## src/rtl/servo_pwm_bank.sv

```systemverilog
// servo_pwm_bank
//   Bank of NUM_SERVOS hobby-servo PWM generators fed by the packed duty bus
//   from the servo sequencer. Each channel owns a frame counter and a shadow
//   duty register. The shadow is reloaded only while disabled or at the frame
//   wrap, so a duty change never produces a runt or glitched pulse.
//
//   Optional feature macro: SERVO_STAGGER_EN
//     When defined, channel i starts its frame offset by i*(PERIOD/NUM_SERVOS)
//     clocks from channel 0. This spreads servo inrush current over the frame.
//
// Ports
//   clk                  system clock
//   rst_n                asynchronous active-low reset
//   Enable               run PWM while high; while low, counters hold their
//                        start value and shadows track the clamped duty
//   ServoDuty            packed duties, channel i at [i*DUTY_W +: DUTY_W]
//   ServoPWM             registered PWM pins
//   ServoPeriodFinished  one-cycle strobe per channel at frame wrap; it
//                        coincides with the first cycle of the new shadow

module servo_pwm_bank #(
  parameter int unsigned NUM_SERVOS = 4,
  parameter int unsigned DUTY_W     = 21,
  parameter int unsigned PERIOD     = 2000000,
  parameter int unsigned MIN_DUTY   = 100000,
  parameter int unsigned MAX_DUTY   = 200000
) (
  input  logic                         clk,
  input  logic                         rst_n,
  input  logic                         Enable,
  input  logic [NUM_SERVOS*DUTY_W-1:0] ServoDuty,
  output logic [NUM_SERVOS-1:0]        ServoPWM,
  output logic [NUM_SERVOS-1:0]        ServoPeriodFinished
);

  localparam logic [DUTY_W-1:0] LAST_CNT = DUTY_W'(PERIOD - 1);
  localparam logic [DUTY_W-1:0] MIN_D    = DUTY_W'(MIN_DUTY);
  localparam logic [DUTY_W-1:0] MAX_D    = DUTY_W'(MAX_DUTY);

  // Zero duty is kept as "idle"; any nonzero duty is forced into [MIN, MAX].
  function automatic logic [DUTY_W-1:0] clampDuty(input logic [DUTY_W-1:0] d);
    if (d == '0)
      return '0;
    else if (d < MIN_D)
      return MIN_D;
    else if (d > MAX_D)
      return MAX_D;
    else
      return d;
  endfunction

  for (genvar i = 0; i < NUM_SERVOS; i++) begin : gCh
`ifdef SERVO_STAGGER_EN
    localparam logic [DUTY_W-1:0] START_CNT =
      DUTY_W'((PERIOD - i * (PERIOD / NUM_SERVOS)) % PERIOD);
`else
    localparam logic [DUTY_W-1:0] START_CNT = '0;
`endif

    logic [DUTY_W-1:0] field;
    logic [DUTY_W-1:0] cntQ;
    logic [DUTY_W-1:0] shQ;
    logic              pwmQ;
    logic              finQ;

    assign field = ServoDuty[i*DUTY_W +: DUTY_W];

    // The PWM pin compares the pre-edge counter against the pre-edge shadow,
    // so the pulse covers exactly shQ cycles starting one cycle after cnt==0.
    always_ff @(posedge clk or negedge rst_n) begin
      if (!rst_n) begin
        cntQ <= '0;
        shQ  <= '0;
        pwmQ <= 1'b0;
        finQ <= 1'b0;
      end else if (!Enable) begin
        cntQ <= START_CNT;
        shQ  <= clampDuty(field);
        pwmQ <= 1'b0;
        finQ <= 1'b0;
      end else begin
        pwmQ <= (cntQ < shQ);
        if (cntQ == LAST_CNT) begin
          cntQ <= '0;
          shQ  <= clampDuty(field);
          finQ <= 1'b1;
        end else begin
          cntQ <= cntQ + DUTY_W'(1);
          finQ <= 1'b0;
        end
      end
    end

    assign ServoPWM[i]            = pwmQ;
    assign ServoPeriodFinished[i] = finQ;
  end

endmodule

```

## config.mk

```make
export PLATFORM = sky130hd
export DESIGN_NAME = servo_pwm_bank
export DESIGN_NICKNAME = d
export VERILOG_FILES = /design/src/rtl/servo_pwm_bank.sv
export SDC_FILE = /design/constraint.sdc
export NUM_CORES = 1
export LEC_CHECK = 0
export CORE_ASPECT_RATIO = 1.5
export CORE_UTILIZATION = 40
export CTS_CLUSTER_SIZE = 10
export DETAILED_ROUTE_END_ITERATION = 7
export GPL_TIMING_DRIVEN = 0
export SLEW_MARGIN = 20
export SYNTH_ARGS = -nofsm -noshare
export SYNTH_HDL_FRONTEND = slang
export SYNTH_SLANG_ARGS = --single-unit
```

## constraint.sdc

```tcl
create_clock -name clk -period 2.8 [get_ports clk]
set_input_delay 0.42 -clock clk [delete_from_list [all_inputs] [get_ports clk]]
set_output_delay 0.42 -clock clk [all_outputs]
set_load 0.05 [all_outputs]
```

==> results.cfg <==
[outcome]
status = complete, but fails checks
violations = hold timing

[timing]
final-hold-violation-count = 10
fmax_mhz = 413
grt_setup_unrepaired = false
setup_viol = 0
final.min_clock_period_ns = 2.42
maxSlewHeadroom_pct = 38.0
slew_viol_final = 0
clock_skew_ns = 0.0114
timing.final.crit_share_pct = 86.4
hold_slack_ns = -0.0361
worst_slew_pin_slew_ns = 0.931

[clock_tree]
post_cts_buffers = 0
root_buffer = clkbuf_16
clkSinkCount = 176
htree_levels = 4
ctsResizeCount = 0
path_clk_slew_ns = 0.06
cts_tree = built
clkLatencyLatePin_ns = 0.44
clock_path_buffers = 2
cts_buffers = 17
cts_hold_buf = 0

[detailed_routing]
wl_per_cell_um = 14.8
ant_nets = 0
drt_wl_total_um = 22800
via_count = 8179
drt_iter0_markers = 452
via_per_inst = 5.30
drcViolationCount = 0
dr.pass1.iters = 4

[power]
leakage_nw = 5.38
ir_drop_mv = 0.458
powerDensity_mw_per_mm2 = 465

[synthesis]
yosys_most_used_dff = dfrtp_1
ys_seq_elements = 176
synth_top_area_cell = dfrtp_1
yosysWarnings = 0
syn_area_per_cell_sq_um = 9.37
yosysSeqAreaShare_pct = 43.2
synth_common_cells = dfrtp_1 (176), nor2_1 (133), inv_1 (106)
synth-edff-count = 0
netlist.area_leader.share_pct = 43.2
yosys-top-cells-area = dfrtp_1 (43%), ha_1 (10%), nor2_1 (4.9%)
yosysMostFrequentCell = dfrtp_1
async_reset_ff_share_pct = 100
syn_nets = 1259
synth_cell_type_count = 60
syn_area_sq_mm = 0.0102
netlist_instances = 1088

[hold_path]
hp-class = in -> async

[place]
placedCellCount = 1511
placed_area_sq_mm = 0.0116
hpwl_um = 17200
io_buffers = 94
gp_congestion = 0.796

[global_routing]
gr-total-overflow = 0
grt_pass1_vias = 8242
antenna_found_initial = 0
grt_max_degree = 93
grt_pass1_wl_um = 39200
grt_usage_pct = 18.7

[critical_path]
critPathArrivalTime_ns = 2.70
worst_setup_path_end_kind = flip-flop
cp_max_fo = 9
criticalPathCategory = in -> reg
worst_setup_path_start_kind = input pin
required_ns = 3.08

[floorplan]
dieArea_sq_mm = 0.0261
num_rows = 71
io_pins = 95
die_x_um = 132
coreArea_sq_mm = 0.0251
initial_core_util_pct = 40.7
dieHeight_um = 198

[cells_and_area]
finalNonFillerCells = 1542
nets = 1373
area.growth.synth_to_final_pct = 19.3
antenna_cells = 0
final_area_sq_mm = 0.0122
drive_gt1_share_pct = 5.27
fillerInstances = 2423

[job]
drv_cap = 0
==> cells by family (layout without fill, tap and decap cells) <==
logic type | after synthesis | count (layout) | share of synthesized area, %
and+or+nand+nor | 401 | 401 | 20.1
AOI/OAI and AO/OA | 217 | 217 | 14.7
DFF | 176 | 176 | 43.2
buffers and inverters | 139 | 265 | 5.52
adders and majority gates | 84 | 84 | 10.3
xor gates and xnor gates | 70 | 70 | 6.01
muxes | 1 | 1 | 0.110
==> cell usage in the layout (no fill, tap or decap), types with 7 or more instances in the layout <==
cell	instances
dfrtp_1	176
nor2_1	133
inv_1	106
clkdlybuf4s50_1	93
ha_1	84
nand2_1	70
a21oi_1	53
xor2_1	44
nand3_1	41
o21ai_0	39
nand4_1	33
a22o_1	33
xnor2_1	26
nor4_1	24
nor3_1	23
clkbuf_1	19
a21o_1	17
clkbuf_16	17
and3_1	13
and4_1	11
or3_1	11
buf_2	9
o31ai_1	9
nor2b_1	9
o22ai_1	9
and2_1	8
a31oi_1	8
buf_4	8
o211ai_1	7
==> registers in the layout (all words and copies together), names as in the netlist <==
name and cells:
gCh.cntQ 84, gCh.finQ 4, gCh.pwmQ 4, gCh.shQ 84
==> where the power goes <==
part / leakage (nW) / internal, mW / switching [mW]
clock: 0.285 / 1.42 / 0.993
combinational: 2.76 / 0.261 / 0.323
sequential: 2.33 / 2.61 / 0.0453
total: 5.38 / 4.30 / 1.36
==> worst paths after layout <==
| kind | start | slack [ns] | endpoint | cells past startpoint |
|---|---|---|---|---|
| worst min register to register | gCh[2].shQ[10]$_DFFE_PN0P_ | 0.48 | gCh[2].shQ[10]$_DFFE_PN0P_ | 2 |
| min in group clk | gCh[2].shQ[10]$_DFFE_PN0P_ | 0.48 | gCh[2].shQ[10]$_DFFE_PN0P_ | 2 |
| worst max register to register | gCh[0].cntQ[1]$_DFF_PN0_ | 0.42 | gCh[0].shQ[7]$_DFFE_PN0P_ | 7 |
| worst min-delay path | rst_n | -0.04 | gCh[3].shQ[2]$_DFFE_PN0P_ | 1 |
| max in group asynchronous | rst_n | 1.99 | gCh[0].cntQ[6]$_DFF_PN0_ | 2 |
| worst max-delay path | ServoDuty[78] | 0.38 | gCh[3].shQ[10]$_DFFE_PN0P_ | 6 |
==> worst max-delay path, stage by stage <==
cell and delay (ns):
clkdlybuf4s50_1 0.44, nor4_1 0.51, and3_1 0.30, nand4_1 0.16, a211oi_2 0.68, a22oi_1 0.18
==> per-stage QoR <==
stage	setup WS (ns)	utilization [%]	hold WS, ns	power [mW]	TNS, ns
detailed placement	-0.170	46.2	0.467	3.30	-1.09
global placement	-6.13	46.1	0.464	3.29	-1076.33
floorplan	0.811	-	0.124	2.98	0
global route	0.201	48.6	0.0413	5.90	0
finish	0.380	48.6	-0.0361	5.66	0
CTS	0.273	48.6	0.0251	5.73	0
==> cell type report <==
cell class / count / area, sq um / share of cell area, %
buffer: 33 / 165 / 1.36
clock buffer: 21 / 450 / 3.70
clock inverter: 10 / 136 / 1.12
inverter: 106 / 398 / 3.27
multi-input combinational: 773 / 5230 / 43.0
sequential: 176 / 4400 / 36.2
tap: 328 / 410 / 3.37
timing repair buffer: 95 / 973 / 8.00
==> metal layers <==
layer	vias up	global-route usage [%]	share of wire [%]
li1	4101	-	-
met1	3896	21.5	43
met2	146	34.2	52
met3	36	2.85	2.6
met4	0	7.66	2.3
met5	-	0	0
(Power assumes the default switching activity.)
